### config.mk
export PLATFORM = sky130hd
export DESIGN_NAME = piso_bit_serializer
export DESIGN_NICKNAME = d
export VERILOG_FILES = /design/src/rtl/ser_pkg.sv /design/src/rtl/piso_bit_serializer.sv
export SDC_FILE = /design/constraint.sdc
export NUM_CORES = 1
export LEC_CHECK = 0
export CAP_MARGIN = 0
export CORE_ASPECT_RATIO = 0.5
export CORE_UTILIZATION = 40
export DETAILED_ROUTE_END_ITERATION = 16
export MAX_ROUTING_LAYER = met4
export SLEW_MARGIN = 20
export SYNTH_ARGS = -nofsm -noshare
export SYNTH_HDL_FRONTEND = slang
export SYNTH_SLANG_ARGS = --single-unit
### constraint.sdc
create_clock -name clk -period 3.4 [get_ports clk]
set_input_delay 0.51 -clock clk [delete_from_list [all_inputs] [get_ports clk]]
set_output_delay 0.51 -clock clk [all_outputs]
set_load 0.1 [all_outputs]
### src/rtl/ser_pkg.sv
// Shared types and constants for the bit serializer and the sequence-detector benches.
package ser_pkg;

  typedef enum logic {
    IDLE  = 1'b0,
    SHIFT = 1'b1
  } ser_state_e;

  localparam int SER_WIDTH_DEFAULT = 8;

  // Bit-counter width; a single bit is kept even for degenerate widths.
  function automatic int ser_cnt_w(input int width);
    return (width > 1) ? $clog2(width) : 1;
  endfunction

endpackage

### src/rtl/piso_bit_serializer.sv
// Parallel-in serial-out framer: shifter plus one holding register so consecutive
// words stream with no idle gap; idle fill bit when nothing is pending.
module piso_bit_serializer
  import ser_pkg::*;
#(
  parameter int   WIDTH     = SER_WIDTH_DEFAULT,
  parameter bit   MSB_FIRST = 1'b1,
  parameter logic IDLE_BIT  = 1'b0
) (
  input  logic             clk,
  input  logic             rst,
  input  logic [WIDTH-1:0] data_in,
  input  logic             load_valid,
  output logic             load_ready,
  output logic             dout,
  output logic             dout_valid,
  output logic             word_done,
  output logic             busy
);

  localparam int              CNT_W    = ser_cnt_w(WIDTH);
  localparam logic [CNT_W-1:0] LAST_CNT = CNT_W'(WIDTH - 1);

  ser_state_e       state_q, state_d;
  logic [WIDTH-1:0] shreg_q, shreg_d;
  logic [WIDTH-1:0] hold_q, hold_d;
  logic             hold_full_q, hold_full_d;
  logic [CNT_W-1:0] cnt_q, cnt_d;
  logic             dout_q, dout_d;
  logic             dout_valid_q, dout_valid_d;
  logic             word_done_q, word_done_d;

  logic accept;
  logic last_bit;

  // The shifter always emits from its top bit, so LSB-first words are reversed on load.
  function automatic logic [WIDTH-1:0] to_shift_order(input logic [WIDTH-1:0] w);
    logic [WIDTH-1:0] r;
    r = w;
    if (!MSB_FIRST) begin
      for (int i = 0; i < WIDTH; i++) r[i] = w[WIDTH-1-i];
    end
    return r;
  endfunction

  assign load_ready = ~hold_full_q;
  assign busy       = (state_q == SHIFT) | hold_full_q;
  assign dout       = dout_q;
  assign dout_valid = dout_valid_q;
  assign word_done  = word_done_q;

  assign accept   = load_valid & ~hold_full_q;
  assign last_bit = (state_q == SHIFT) && (cnt_q == LAST_CNT);

  always_comb begin
    state_d     = state_q;
    shreg_d     = shreg_q;
    hold_d      = hold_q;
    hold_full_d = hold_full_q;
    cnt_d       = cnt_q;

    case (state_q)
      IDLE: begin
        if (accept) begin
          shreg_d = to_shift_order(data_in);
          cnt_d   = '0;
          state_d = SHIFT;
        end
      end
      SHIFT: begin
        if (!last_bit) begin
          shreg_d = shreg_q << 1;
          cnt_d   = cnt_q + CNT_W'(1);
          if (accept) begin
            hold_d      = data_in;
            hold_full_d = 1'b1;
          end
        end else if (hold_full_q) begin
          shreg_d     = to_shift_order(hold_q);
          hold_full_d = 1'b0;
          cnt_d       = '0;
        end else if (accept) begin
          shreg_d = to_shift_order(data_in);
          cnt_d   = '0;
        end else begin
          state_d = IDLE;
          cnt_d   = '0;
        end
      end
      default: state_d = IDLE;
    endcase

    // Outputs are registered from the next-state view so they line up with the shifter.
    dout_valid_d = (state_d == SHIFT);
    dout_d       = dout_valid_d ? shreg_d[WIDTH-1] : IDLE_BIT;
    word_done_d  = dout_valid_d && (cnt_d == LAST_CNT);
  end

  always_ff @(posedge clk or negedge rst) begin
    if (!rst) begin
      state_q      <= IDLE;
      shreg_q      <= '0;
      hold_q       <= '0;
      hold_full_q  <= 1'b0;
      cnt_q        <= '0;
      dout_q       <= IDLE_BIT;
      dout_valid_q <= 1'b0;
      word_done_q  <= 1'b0;
    end else begin
      state_q      <= state_d;
      shreg_q      <= shreg_d;
      hold_q       <= hold_d;
      hold_full_q  <= hold_full_d;
      cnt_q        <= cnt_d;
      dout_q       <= dout_d;
      dout_valid_q <= dout_valid_d;
      word_done_q  <= word_done_d;
    end
  end

endmodule

==> metrics.log, run 1 <==
INFO  metric max-vdd-ir-drop = about 360 uV
INFO  metric grt_setup_unrepaired = no
INFO  metric least_margin_pin_slew = 958 ps
INFO  metric clkSlewWorstSetupHoldPaths = 80 ps
INFO  metric synth_sequential_area_ratio = 0.509
INFO  metric boundaryPins = 16
INFO  metric setup.worst_path.start_class = flip-flop
INFO  metric synth-simple-area-share = 0.153
INFO  metric standard_cell_rows = 12
INFO  metric drc = 0
INFO  metric via_count_of_the_first_global_routing_pass = 696
INFO  metric grt_start_max_net_pins = 23
INFO  metric areaGrowthSynthToFinish = 18.2%
INFO  metric synth_top_family_by_area = simple AND/OR/NAND/NOR gates
INFO  metric p_sw = 0.512 mW
INFO  metric regToRegEndpoint = hold_q[5]$_DFFE_PN0P_
INFO  metric fillerInstances = 209
INFO  metric postCtsSetupRepairBufs = 0
INFO  metric timing.reg2reg.worst_path_depth = 5
INFO  metric root_buffer = sky130_fd_sc_hd__clkbuf_8
INFO  metric detailedPlacementHpwl = 1.45 mm
INFO  metric critical_path_class = reg -> out
INFO  metric total_detailed_routing_wirelength = 2.18 mm
INFO  metric post_synth.cell_area_avg = 11.8 um2
INFO  metric die-width = 75.5 um
INFO  metric grt_antenna_before_repair = 0
INFO  metric tritoncts.num_buffers = 3
INFO  metric final_layout_size_suffix_gt1_frac = 0.200
INFO  metric crit_path_max_fanout = 9
INFO  metric finalHoldViolCount = 0
INFO  metric finalPower = 1.24 mW
INFO  metric finish.net_count = 119
INFO  metric postSynthCellCount = 92
INFO  metric leakage = 0.554 nW
INFO  metric setup-violations-final = 0
INFO  metric finalCritPeriodShare = 0.725
INFO  metric timing.reg2reg.setup_slack = 1370 ps
INFO  metric synthMuxAreaShare = 0.130
INFO  metric place.gp.congestion = between 0.7 and 0.8
INFO  metric fin_worst_skew = 2.38 ps
INFO  metric post_cts_resize_count = 0
INFO  metric tritoncts = yes
INFO  metric clk-insertion-delay-late = 260 ps
INFO  metric worst_ep_required_time = 2890 ps
INFO  metric yosys_register_bits = 22
INFO  metric synth.area.top_cells = sky130_fd_sc_hd__dfrtp_1, sky130_fd_sc_hd__mux2_4, sky130_fd_sc_hd__nand2_1, sky130_fd_sc_hd__a32oi_1, sky130_fd_sc_hd__o22ai_1
INFO  metric layout_min_cycle_time = roughly 2500 ps
INFO  metric cap_viol_max_count = 0
INFO  metric power-per-cell-area = 968 nW/um2
INFO  metric hold_path_class = in -> async
INFO  metric power.combinational.fraction = 0.449
INFO  metric postCtsHoldBufs = 0
INFO  metric switching_share_of_power = 0.414
INFO  metric cts_num_sinks = 22
INFO  metric layout.cells.most_common = sky130_fd_sc_hd__dfrtp_1
INFO  metric insertedDiodeCount = 0
INFO  metric p_seq_frac = 0.397
INFO  metric cell_area_after_synthesis = 1080 um2
INFO  metric globalRouteTotalUtil = 0.180
INFO  metric clock_tree.buffer_depth = 2
INFO  metric floorplan.die_area = 2930 um2
INFO  metric cts.htree.levels = 1
INFO  metric route.detailed.vias_per_inst = 5.50
INFO  metric routed-via-count = 770
INFO  metric yosys.area.top_type = sky130_fd_sc_hd__dfrtp_1
INFO  metric end_kind = output pin
INFO  metric worst_r2r_startpoint = cnt_q[0]$_DFF_PN0_
INFO  metric synth_compound_gate_area_share = 0.139
INFO  metric clock.fmax = slightly above 0.4 GHz
INFO  metric count_of_pins_over_their_slew_limit = 0
INFO  metric dr_iter_0_viols = 65
INFO  metric synth_adder_area_share = 0.0231
INFO  metric fp.coreArea = 2390 um2
INFO  metric yosys.cell_types.count = 26
INFO  metric relSlewSlack = 0.359
INFO  metric start_util = 0.453
INFO  metric status = finished clean
INFO  metric grt_first_pass_wirelength = 3.55 mm
INFO  metric route.antenna.remaining_nets = 0
INFO  metric die-height = approximately 39 um
INFO  metric wire_per_inst = 15.6 um
INFO  metric yosysTopAreaCellShare = 0.509
INFO  metric final_cell_mix = sky130_fd_sc_hd__dfrtp_1, sky130_fd_sc_hd__nand2_1, sky130_fd_sc_hd__clkdlybuf4s50_1, sky130_fd_sc_hd__o22ai_1, sky130_fd_sc_hd__mux2_4
INFO  metric router_iterations_before_antenna_repair = 4
INFO  metric synth_fp_nets = approximately 110
INFO  metric internal-power = approximately 0.73 mW
INFO  metric tns = 0 ps
INFO  metric arrival = 1960 ps
INFO  metric grt_remaining_overflow = 0
INFO  metric buffer_ports.inserted = 15
INFO  metric clock_power_share = 0.154
INFO  metric yosys_warnings = 0
INFO  metric post_synth_xor_area_fraction = 0
## how the worst max path moves through the flow
stage               cells past startpoint  slack (ps)               startpoint    endpoint
global route                            2         870  hold_full_q$_DFFE_PN0P_  load_ready
CTS                                     2         920  hold_full_q$_DFFE_PN0P_  load_ready
finish                                  2         930  hold_full_q$_DFFE_PN0P_  load_ready
global placement                        2        1250  hold_full_q$_DFFE_PN0P_  load_ready
floorplan                               2        1180     dout_valid$_DFF_PN0_        busy
detailed placement                      2        1220  hold_full_q$_DFFE_PN0P_  load_ready
## per-stage QoR
| step | hold slack [ps] | utilization | setup slack, ps | instances | instance area [um2] |
|---|---|---|---|---|---|
| finish | 201 | 0.535 | 934 | 140 | 1280 |
| global route | 231 | 0.535 | 870 | 140 | 1280 |
| CTS | 498 | 0.537 | 924 | 140 | 1280 |
| detailed placement | 484 | 0.514 | 1220 | 136 | 1230 |
| global placement | 464 | 0.514 | 1250 | 136 | 1230 |
| floorplan | 214 | - | 1180 | 92 | 1080 |
## sequential cells by signal (all words and copies together) (netlist names)
| signal | flops |
|---|---|
| dout | 1 |
| shreg_q | 7 |
| dout_valid | 1 |
| word_done | 1 |
| hold_full_q | 1 |
| hold_q | 8 |
| cnt_q | 3 |
## critical path, cell delays in order, from the launching register on
cell and delay (ps):
sky130_fd_sc_hd__dfrtp_1 480, sky130_fd_sc_hd__inv_1 90, sky130_fd_sc_hd__clkdlybuf4s50_1 1120
## power by group through the flow
stage / Sequential [mW] / Combinational, mW / Clock, mW
finish: 0.491 / 0.556 / 0.190
global route: 0.511 / 0.606 / 0.204
CTS: 0.490 / 0.559 / 0.192
detailed placement: 0.495 / 0.557 / 0
global placement: 0.486 / 0.539 / 0
floorplan: 0.542 / 0.391 / 0
## kinds of logic after synthesis
kind of cell             count (synthesis)
AND/OR/NAND/NOR                         29
AO/OA/AOI/OAI                           21
multiplexers                            10
buffers and inverters                    8
flip-flops                              22
adder cells (fa/ha/maj)                  2
## cell type report
class,count,area (um2),area share
sequential,22,551,0.431
multi-input combinational,62,480,0.376
timing repair buffer,15,140,0.110
clock buffer,4,55.1,0.0431
tap,35,43.8,0.0343
inverter,2,7.51,0.00588
## layer usage
layer	vias to the layer above	track usage	routed length [um]
met5	-	-	0
met4	0	0.0370	5
met3	2	0.0651	121
met2	22	0.246	923
met1	386	0.255	1130
li1	360	-	-
## cell usage after synthesis
| cell | count |
|---|---|
| sky130_fd_sc_hd__nand4_1 | 1 |
| sky130_fd_sc_hd__inv_1 | 2 |
| sky130_fd_sc_hd__nor2_1 | 1 |
| sky130_fd_sc_hd__a21oi_1 | 3 |
| sky130_fd_sc_hd__nand2b_1 | 1 |
| sky130_fd_sc_hd__buf_4 | 1 |
| sky130_fd_sc_hd__nand2_1 | 18 |
| sky130_fd_sc_hd__nand4b_1 | 1 |
| sky130_fd_sc_hd__dfrtp_1 | 22 |
| sky130_fd_sc_hd__a22oi_1 | 1 |
| sky130_fd_sc_hd__buf_6 | 2 |
| sky130_fd_sc_hd__mux2_4 | 8 |
| sky130_fd_sc_hd__buf_2 | 1 |
| sky130_fd_sc_hd__or2_2 | 1 |
| sky130_fd_sc_hd__ha_1 | 2 |
| sky130_fd_sc_hd__nor2b_2 | 1 |
| sky130_fd_sc_hd__o221ai_2 | 1 |
| sky130_fd_sc_hd__nor2_8 | 1 |
| sky130_fd_sc_hd__clkbuf_1 | 2 |
| sky130_fd_sc_hd__o22ai_1 | 8 |
| sky130_fd_sc_hd__a32oi_1 | 6 |
| sky130_fd_sc_hd__o21ai_0 | 2 |
| sky130_fd_sc_hd__nand2b_2 | 1 |
| sky130_fd_sc_hd__mux2i_1 | 2 |
| sky130_fd_sc_hd__nand2b_4 | 1 |
| sky130_fd_sc_hd__nand3b_1 | 2 |
Note: power is estimated with default switching activity, not from simulation.
==> run 2: changes to the inputs <==
==> constraint.sdc (replaced) <==
create_clock -name clk -period 2.55 [get_ports clk]
set_input_delay 0.3825 -clock clk [delete_from_list [all_inputs] [get_ports clk]]
set_output_delay 0.3825 -clock clk [all_outputs]
set_load 0.1 [all_outputs]
==> metrics.log, run 2 (same netlist as run 1, synthesis figures left out) <==
INFO  metric status = finished clean
INFO  metric largest_reg_flops = 8
INFO  metric standard_cell_rows = 12
INFO  metric layout_min_cycle_time = 1980 ps
INFO  metric crit_path_cell_trace = ha_1, ha_1, nand2b_2, nor2_8, mux2_4
INFO  metric critical_path.max_stage_delay = between 400 and 500 ps
INFO  metric finalPower = 1.67 mW
INFO  metric start_util = 0.453
INFO  metric relSlewSlack = 0.663
INFO  metric count_of_pins_over_their_slew_limit = 0
INFO  metric areaGrowthSynthToFinish = 19.3%
INFO  metric arrival = between 2000 and 2500 ps
INFO  metric globalRouteTotalUtil = 0.194
INFO  metric grt_first_pass_wirelength = 3.80 mm
INFO  metric cts.htree.levels = 1
INFO  metric grt_setup_unrepaired = no
INFO  metric postCtsHoldBufs = 0
INFO  metric setup.worst_path.start_class = flip-flop
INFO  metric postCtsSetupRepairBufs = 0
INFO  metric clock_tree.buffer_depth = 2
INFO  metric layout.cells.most_common = sky130_fd_sc_hd__dfrtp_1
INFO  metric dr_iter_0_viols = 79
INFO  metric boundaryPins = 16
INFO  metric clkSlewWorstSetupHoldPaths = 80 ps
INFO  metric top_register = hold_q
INFO  metric router_iterations_before_antenna_repair = 4
INFO  metric wire_per_inst = approximately 16 um
INFO  metric finish.utilization = 0.540
INFO  metric max-vdd-ir-drop = 534 uV
INFO  metric place.gp.congestion = 0.852
INFO  metric crit_path_max_fanout = 15
INFO  metric finalCritPeriodShare = 0.778
INFO  metric die-width = 75.5 um
INFO  metric route.antenna.remaining_nets = 0
INFO  metric critical_path_class = reg -> reg
INFO  metric grt_remaining_overflow = 0
INFO  metric clock_power_share = 0.149
INFO  metric least_margin_pin_slew = 506 ps
INFO  metric multiInputGateArea = approximately 480 um2
INFO  metric leakage = 0.568 nW
INFO  metric layout.area.seq = 551 um2
INFO  metric floorplan.die_area = approximately 2900 um2
INFO  metric path_buf_inv = 0
INFO  metric timing.final.ws_setup = 565 ps
INFO  metric cp_top_family = adder cells
INFO  metric hold_path_class = in -> async
INFO  metric power-per-cell-area = approximately 1300 nW/um2
INFO  metric final_cell_mix = sky130_fd_sc_hd__dfrtp_1, sky130_fd_sc_hd__nand2_1, sky130_fd_sc_hd__clkdlybuf4s50_1, sky130_fd_sc_hd__o22ai_1, sky130_fd_sc_hd__mux2_4
INFO  metric drc = 0
INFO  metric buffer_ports.inserted = 15
INFO  metric switching_share_of_power = 0.415
INFO  metric routed-via-count = 771
INFO  metric fillerInstances = 206
INFO  metric cap_viol_max_count = 0
INFO  metric end_kind = flip-flop
INFO  metric crit_top_cell = sky130_fd_sc_hd__ha_1
INFO  metric power.combinational.fraction = 0.465
INFO  metric p_sw = just under 0.7 mW
INFO  metric tritoncts = yes
INFO  metric cts_num_sinks = 22
INFO  metric route.detailed.vias_per_inst = 5.43
INFO  metric top_regs = hold_q: 8 flops, shreg_q: 7 flops, cnt_q: 3 flops
INFO  metric detailedPlacementHpwl = approximately 1.6 mm
INFO  metric tns = 0 ps
INFO  metric place_ws = 596 ps
INFO  metric p_seq_frac = 0.386
INFO  metric finalHoldViolCount = 0
INFO  metric via_count_of_the_first_global_routing_pass = 768
INFO  metric root_buffer = sky130_fd_sc_hd__clkbuf_8
INFO  metric fp.coreArea = 2390 um2
INFO  metric final_layout_size_suffix_gt1_frac = 0.234
INFO  metric finish.net_count = 121
INFO  metric internal-power = 0.975 mW
INFO  metric insertedDiodeCount = 0
INFO  metric fin_worst_skew = 1.91 ps
INFO  metric grt_start_max_net_pins = 23
INFO  metric cpMaxStageDelayCell = sky130_fd_sc_hd__dfrtp_1
INFO  metric setup-violations-final = 0
INFO  metric grt_antenna_before_repair = 0
INFO  metric clk-insertion-delay-late = ~260 ps
INFO  metric tritoncts.num_buffers = 3
INFO  metric total_detailed_routing_wirelength = 2.20 mm
INFO  metric die-height = 38.8 um
INFO  metric worst_ep_required_time = around 2700 ps
INFO  metric post_cts_resize_count = 0
INFO  metric clock.fmax = 0.504 GHz
## run 2: changes by cell type in the layout (fill, tap and decap cells not counted)
cell | before | now
sky130_fd_sc_hd__buf_4 | 2 | 7
sky130_fd_sc_hd__clkdlybuf4s50_1 | 12 | 10
sky130_fd_sc_hd__buf_2 | 1 | 0
## run 2: per-stage QoR
stage,hold WS (ps),cells,area [um2]
after floorplan,86.9,92,1080
after global placement,466,138,1230
after detailed placement,473,138,1230
after CTS,474,142,1290
after global routing,511,142,1290
final,470,142,1290
## run 2: final cells by class
class | count | area share
repair buffers | 17 | 0.118
well taps | 35 | 0.0339
inverters | 2 | 0.00582
multi-input cells | 62 | 0.372
clock buffers | 4 | 0.0427
flip-flops and latches | 22 | 0.427
## run 2: layer usage
| metal | track usage | part of all wire | vias to the layer above |
|---|---|---|---|
| li1 | - | - | 366 |
| met1 | 0.248 | 0.50 | 369 |
| met2 | 0.297 | 0.42 | 29 |
| met3 | 0.0625 | 0.056 | 7 |
| met4 | 0.0602 | 0.018 | 0 |
| met5 | - | 0 | - |
## run 2: power by group through the flow
stage | combinational (mW) | sequential (mW) | clock [mW]
detailed placement | 0.770 | 0.647 | 0
global route | 0.833 | 0.666 | 0.269
global placement | 0.740 | 0.640 | 0
CTS | 0.773 | 0.641 | 0.255
finish | 0.774 | 0.643 | 0.249
floorplan | 0.521 | 0.723 | 0
## run 2: path summary, 6_finish.rpt
check,start,to,slack [ps],cells after the start
setup reg to reg,cnt_q[0]$_DFF_PN0_,hold_q[0]$_DFFE_PN0P_,570,5
hold reg to reg,cnt_q[0]$_DFF_PN0_,word_done$_DFF_PN0_,480,1
max in group asynchronous,rst,shreg_q[6]$_DFF_PN0_,1860,2
min in group clk,cnt_q[0]$_DFF_PN0_,word_done$_DFF_PN0_,480,1
setup / recovery,cnt_q[0]$_DFF_PN0_,hold_q[0]$_DFFE_PN0P_,570,5
hold / removal,rst,shreg_q[0]$_DFF_PN0_,470,2
==> run 3: changes to the inputs <==
==> constraint.sdc (replaced) <==
create_clock -name clk -period 1.7 [get_ports clk]
set_input_delay 0.255 -clock clk [delete_from_list [all_inputs] [get_ports clk]]
set_output_delay 0.255 -clock clk [all_outputs]
set_load 0.1 [all_outputs]
==> metrics.log, run 3 (same netlist as run 1, synthesis figures left out) <==
INFO  metric routed-via-count = 787
INFO  metric cap_viol_max_count = 0
INFO  metric postCtsHoldBufs = 0
INFO  metric die-height = 38.8 um
INFO  metric insertedDiodeCount = 0
INFO  metric least_margin_pin_slew = about 320 ps
INFO  metric worst_r2r_startpoint = cnt_q[0]$_DFF_PN0_
INFO  metric power-per-cell-area = between 1500 and 2000 nW/um2
INFO  metric detailedPlacementHpwl = 1.65 mm
INFO  metric grt_start_max_net_pins = 23
INFO  metric boundaryPins = 16
INFO  metric layout_min_cycle_time = 1630 ps
INFO  metric cts.htree.levels = 1
INFO  metric setup.worst_path.start_class = flip-flop
INFO  metric fin_hold_ws = 347 ps
INFO  metric tns = 0 ps
INFO  metric crit_path_max_fanout = 8
INFO  metric critical_path.max_stage_delay = between 300 and 400 ps
INFO  metric route.antenna.remaining_nets = 0
INFO  metric clock_tree.buffer_depth = 2
INFO  metric floorplan.die_area = just under 3000 um2
INFO  metric dpl-instance-area = 1330 um2
INFO  metric critical_path_class = reg -> reg
INFO  metric grt_setup_unrepaired = no
INFO  metric setup-violations-final = 0
INFO  metric final_layout_size_suffix_gt1_frac = 0.279
INFO  metric timing.reg2reg.worst_path_depth = 5
INFO  metric cp_top_family = adder cells
INFO  metric max-vdd-ir-drop = 896 uV
INFO  metric fp.coreArea = 2390 um2
INFO  metric end_kind = flip-flop
INFO  metric finalHoldViolCount = 0
INFO  metric areaGrowthSynthToFinish = 28.5%
INFO  metric crit_top_cell = sky130_fd_sc_hd__ha_1
INFO  metric timing.critical_path.from = cnt_q[0]$_DFF_PN0_
INFO  metric top_regs = hold_q: 8 flops, shreg_q: 7 flops, cnt_q: 3 flops
INFO  metric root_buffer = sky130_fd_sc_hd__clkbuf_8
INFO  metric buffer_ports.inserted = 15
INFO  metric numPlacedInstances = 142
INFO  metric layout.cell_area.non_filler = 1390 um2
INFO  metric grt_first_pass_wirelength = just over 4 mm
INFO  metric route.detailed.vias_per_inst = about 5.4
INFO  metric finalPower = roughly 2.6 mW
INFO  metric top_register = hold_q
INFO  metric layout.cells.most_common = sky130_fd_sc_hd__dfrtp_1
INFO  metric place_ws = 25.3 ps
INFO  metric wire_per_inst = 15.6 um
INFO  metric total_detailed_routing_wirelength = 2.27 mm
INFO  metric final_cell_mix = sky130_fd_sc_hd__dfrtp_1, sky130_fd_sc_hd__nand2_1, sky130_fd_sc_hd__clkdlybuf4s50_1, sky130_fd_sc_hd__o22ai_1, sky130_fd_sc_hd__mux2_4
INFO  metric timing.final.ws_setup = 70.2 ps
INFO  metric grt_remaining_overflow = 0
INFO  metric globalRouteTotalUtil = 0.201
INFO  metric grt_antenna_before_repair = 0
INFO  metric regToRegEndpoint = hold_q[6]$_DFFE_PN0P_
INFO  metric fin_worst_skew = ~7.1 ps
INFO  metric largest_reg_flops = 8
INFO  metric clk-insertion-delay-late = 260 ps
INFO  metric status = finished clean
INFO  metric timing.reg2reg.setup_slack = 70 ps
INFO  metric tritoncts.num_buffers = 3
INFO  metric via_count_of_the_first_global_routing_pass = 828
INFO  metric worst_ep_required_time = between 1500 and 2000 ps
INFO  metric cpMaxStageDelayCell = sky130_fd_sc_hd__dfrtp_1
INFO  metric finish.utilization = 0.582
INFO  metric tritoncts = yes
INFO  metric dr_iter_0_viols = 25
INFO  metric cts_num_sinks = 22
INFO  metric path_buf_inv = 0
INFO  metric hold_path_class = in -> async
INFO  metric drc = 0
INFO  metric fin_cells = 146
INFO  metric leakage = 0.615 nW
INFO  metric arrival = 1770 ps
INFO  metric standard_cell_rows = 12
INFO  metric start_util = 0.453
INFO  metric finalCritPeriodShare = 0.959
INFO  metric crit_path_cell_trace = ha_1, ha_1, nand2b_4, nor2_8, mux2_4
INFO  metric die-width = 75.5 um
INFO  metric clkSlewWorstSetupHoldPaths = 80 ps
INFO  metric relSlewSlack = 0.789
INFO  metric place.gp.congestion = 0.826
INFO  metric clock.fmax = 0.614 GHz
INFO  metric router_iterations_before_antenna_repair = 4
INFO  metric count_of_pins_over_their_slew_limit = 0
INFO  metric finish.net_count = 125
run 3: cell types whose count changed in the layout (fill, tap and decap cells not counted), sizes merged:
cell	delta
buf	+4
run 3: where the power goes:
group / switching, mW / internal [mW] / total (mW)
Clock: 0.163 / 0.167 / 0.330
Combinational: 0.701 / 0.613 / 1.31
Sequential: 0.204 / 0.777 / 0.981
Total: 1.07 / 1.56 / 2.62
run 3: worst register-to-register path: stages (launching register included):
cell	delay, ps
sky130_fd_sc_hd__dfrtp_1	390
sky130_fd_sc_hd__ha_1	210
sky130_fd_sc_hd__ha_1	200
sky130_fd_sc_hd__nand2b_4	170
sky130_fd_sc_hd__nor2_8	220
sky130_fd_sc_hd__mux2_4	330
run 3: how the worst max path moves through the flow:
stage	end	depth (start not counted)
final	hold_q[6]$_DFFE_PN0P_	5
after global routing	shreg_q[1]$_DFF_PN0_	6
after CTS	hold_q[6]$_DFFE_PN0P_	5
after detailed placement	hold_q[2]$_DFFE_PN0P_	5
after global placement	hold_q[5]$_DFFE_PN0P_	5
after floorplan	hold_q[0]$_DFFE_PN0P_	5
run 3: final cells by class:
type	instances	area (um2)
Timing Repair Buffer	21	245
Clock buffer	4	45.0
Sequential cell	22	552
Inverter	2	7.51
Fill cell	205	998
Multi-Input combinational cell	62	495
Tap cell	35	43.8
run 3: timing repair:
action	in CTS	in global routing
pin swaps	1	1
endpoints found under the hold margin	0	0
setup endpoints to repair	6	13
buffers inserted	0	0
gates resized for setup	1	2
run 3: routing by layer:
metal	up-vias	wire length (um)	global-route usage
li1	372	-	-
met1	384	1150	0.267
met2	26	962	0.310
met3	5	135	0.0677
met4	0	21	0.0278
met5	-	0	-
==> patch 1: new RTL, flow settings as in run 1 <==
Change the package constant `SER_WIDTH_DEFAULT` from 8 to 7.
--- a/src/rtl/ser_pkg.sv
+++ b/src/rtl/ser_pkg.sv
@@ -6,7 +6,7 @@
     SHIFT = 1'b1
   } ser_state_e;
 
-  localparam int SER_WIDTH_DEFAULT = 8;
+  localparam int SER_WIDTH_DEFAULT = 7;
 
   // Bit-counter width; a single bit is kept even for degenerate widths.
   function automatic int ser_cnt_w(input int width);
Ports: changed (resized data_in); port bits go from 16 to 15. No check against the original RTL was run, so the function may have changed too.
==> patch 1 against run 1 <==
  * Cell area shrank 9.9%
  * Power shrank 6.4%
  * Setup slack gained 250 ps
  * Utilization shrank 2.1 points
  * Sequential share of layout area grew 0.38 points
  * Cell count shrank 8.6%
  * Sequential cell count shrank 2
  * Die area shrank 11%
  * Wire length shrank 15%
  * Largest power group unchanged
  * Area after synthesis shrank 12%
  * Critical path type unchanged
  * Clock skew grew 2.6 ps
  * Combinational power shrank 3%
==> patch 1: results (changes against run 1) <==
GRT Util Overall=19.6% (+1.5 points); first-pass GRT wire length=3.53 mm (-0.59%); Largest register FFs=7 (-1); switching pwr=0.498 mW (-2.7%); Routed wire per std cell=14.5 microns (-6.6%); layout cell share with drive strength beyond 1=16.0% (-4.0 points); Distinct cells, synth=27 (+3.8%); Fillers=203 (-2.9%); reg-to-reg slack, setup=1560 ps (+190 ps); Port Buffers=14 (-1); hold_ws=506 ps (+305 ps); Area contributors post-synth=dfrtp_1 (52%), mux2_2 (8.3%), nand2_1 (6.3%); Leakage Power=0.489 nW (-12%); crit path capture=word_done; largest net degree at the start of global routing=21 (-8.7%); Worst Hold Class=register to register; clk_skew=4.96 ps (+2.59 ps); final wirelength=1.86 mm (-15%); Cell Area, Placed=1100 sq um (-11%); GP Congestion=0.772 (-1.8%); sequential share of the synthesized area=52.5% (+1.6 points); Max-slew headroom=36.1% (+0.17 points); Max FO, Critical Path=1 (-8); HPWL after DPL=1.33 mm (-8.3%); status=finished clean; reg-to-reg endpoint=hold_q[1]; GR Util met3=7.37% (+0.86 points)
==> patch 1: cell type report <==
cell class | instances | share of cell area (%)
Tap cell | 28 | 3.04
Inverter | 3 | 0.978
Multi-Input combinational cell | 59 | 36.2
Clock buffer | 4 | 4.78
Sequential cell | 20 | 43.5
Timing Repair Buffer | 14 | 11.5
==> patch 1: stage by stage <==
stage / setup slack, ps / power, mW
5_1_grt: 1140 / 1.25
3_5_place_dp: 1370 / 0.988
4_1_cts: 1180 / 1.17
3_3_place_gp: 1430 / 0.968
6_report: 1190 / 1.16
2_1_floorplan: 953 / 0.869
==> patch 1: metal layers <==
layer	routed length (microns)	part of all wire (%)	vias to the layer above
met5	0	0	-
met4	16	0.86	0
met3	81	4.4	2
met2	857	46	17
met1	905	49	354
li1	-	-	344
==> patch 1: logic make-up after synthesis <==
logic type,after synthesis,synth area share [%]
adders and majority gates,2,2.62
DFF,20,52.5
buffers and inverters,8,3.81
muxes,9,10.4
and+or+nand+nor,28,16.0
AOI/OAI and AO/OA,20,14.7
==> patch 2: new RTL, config.mk and constraints of run 1 <==
Without the edit above. Reset style: synchronous (`rst`), changed in one clocked block.
--- a/src/rtl/piso_bit_serializer.sv
+++ b/src/rtl/piso_bit_serializer.sv
@@ -96,7 +96,7 @@
     word_done_d  = dout_valid_d && (cnt_d == LAST_CNT);
   end
 
-  always_ff @(posedge clk or negedge rst) begin
+  always_ff @(posedge clk) begin
     if (!rst) begin
       state_q      <= IDLE;
       shreg_q      <= '0;
Function: differs if rst is asserted again (counterexample within 4 cycles, from zero or initial values and one cycle with rst low); with rst held inactive, the same outputs for 10 cycles.
==> patch 2 against run 1 <==
  * Setup slack worse by 11 ps
  * Worst hold slack better by 290 ps
  * Wire length down 12%
  * Sequential cell count unchanged
  * Non-clock buffer count unchanged
  * Count of clock-buffer cells in the layout down 1
  * Fmax down 0.46%
  * Area after synthesis down 9.3%
  * Cell area down 8.6%
  * Cell count up 7.1%
  * Sequential share of layout area down 5.4 points
  * Critical endpoint unchanged
Power is not compared: it rests on default switching activity, and its combinational part moved more than twofold at a synthesized area within 25%.
==> patch 2: results (changes against run 1) <==
status=finished clean; comb_multi_in=70 (+13%); Max FO, Critical Path=15 (+6); CP max stage delay=approximately 1100 ps; number of synthesized register bits=22 (unchanged); Inverters=5 (+3); Comb power=roughly 0.10 mW; Port Buffers=15 (unchanged); n_diodes=0 (unchanged); Worst Hold Class=register to register; vias in the first global route=675 (-3.0%); First-pass DRT Iterations=4 (unchanged); Crit-path slowest cell=clkdlybuf4s50_1; Fillers=217 (+3.8%); final wirelength=1.92 mm (-12%); Setup Fix Bufs, Post-CTS=0 (unchanged); HPWL after DPL=1.29 mm (-11%); net count after synthesis=116 (+10%); biggest regs=hold_q: 8 flops, shreg_q: 7 flops, cnt_q: 3 flops; sequential share of the synthesized area=44.9% (-6.0 points); GRT Util Overall=17.2% (-0.83 points); # nets final=130 (+9.2%); Non-clk bufs=15 (unchanged); clk_skew=4.76 ps (+2.39 ps); delay-heaviest family, CP=buffers and inverters; Leakage Power=around 0.46 nW; Area contributors post-synth=dfxtp_1 (45%), mux2i_1 (15%), a21oi_1 (5.1%); top cells by count, synth=dfxtp_1 (22), mux2i_1 (15), a21oi_1 (10), nor2_1 (10), o22ai_1 (7); maximum VDD drop=about 180 uV; largest net degree at the start of global routing=16 (-30%); Post-synth ARST share=0% (-100 points); CTS H-tree lvls=1 (unchanged); Avg Vias per Cell=5.08 (-7.6%); Distinct cells, synth=26 (unchanged); Arr. time, crit path=between 1500 and 2000 ps; multi-input gate share of the layout cell area=40.9% (+3.3 points); Compound-Gate Fraction of Synth Area=13.8% (-0.11 points); Worst R2R Path Depth=5 (unchanged); Max-slew headroom=35.8% (-0.096 points); layout cell share with drive strength beyond 1=6.96% (-13 points); GP Congestion=0.746 (-5.1%); mux contribution to synthesized area=15.3% (+2.3 points); Main synth FF type=dfxtp_1; Iteration-0 DRC Markers=71 (+9.2%); xor-xnor portion of the synthesized cell area=0% (unchanged); Seq. cell area=440 sq um (-20%); Longest Clk Path Bufs=2 (unchanged); Pint=between 0.3 and 0.4 mW; clock group share of total power=~30%; clk_lat worst skew=260 ps (about the same); Final clock-cell share=3.54% (-0.77 points); Post-Synth Adder-Cell Area=2.55% (+0.24 points); first-pass GRT wire length=3.24 mm (-8.7%); signal buffers share of area=12.4% (+1.5 points); clk_buf instances=3 (-1); hold depth=2
## patch 2: stage by stage
step	instance area, sq um	std cells	hold slack [ps]	worst slack [ps]	total power, mW
6_report	1170	150	487	923	0.541
5_1_grt	1170	150	508	827	0.571
4_1_cts	1170	150	490	914	0.547
3_5_place_dp	1130	147	472	1200	0.389
3_3_place_gp	1130	147	471	1220	0.389
2_1_floorplan	981	103	451	927	0.363
## patch 2: per-layer routing
metal | global-route usage, % | share of wire (%) | wire [microns]
met1 | 22.9 | 54 | 1050
met2 | 25.0 | 42 | 808
met3 | 6.63 | 3.4 | 66
met4 | 2.94 | 0 | 0
met5 | - | 0 | 0
## patch 2: worst paths after layout
| kind | slack, ps | from | to |
|---|---|---|---|
| max | 920 | hold_full_q | load_ready |
| min | 490 | hold_q[7] | hold_q[7] |
| max reg2reg | 1380 | cnt_q[0] | hold_q[0] |
| min reg2reg | 490 | hold_q[7] | hold_q[7] |
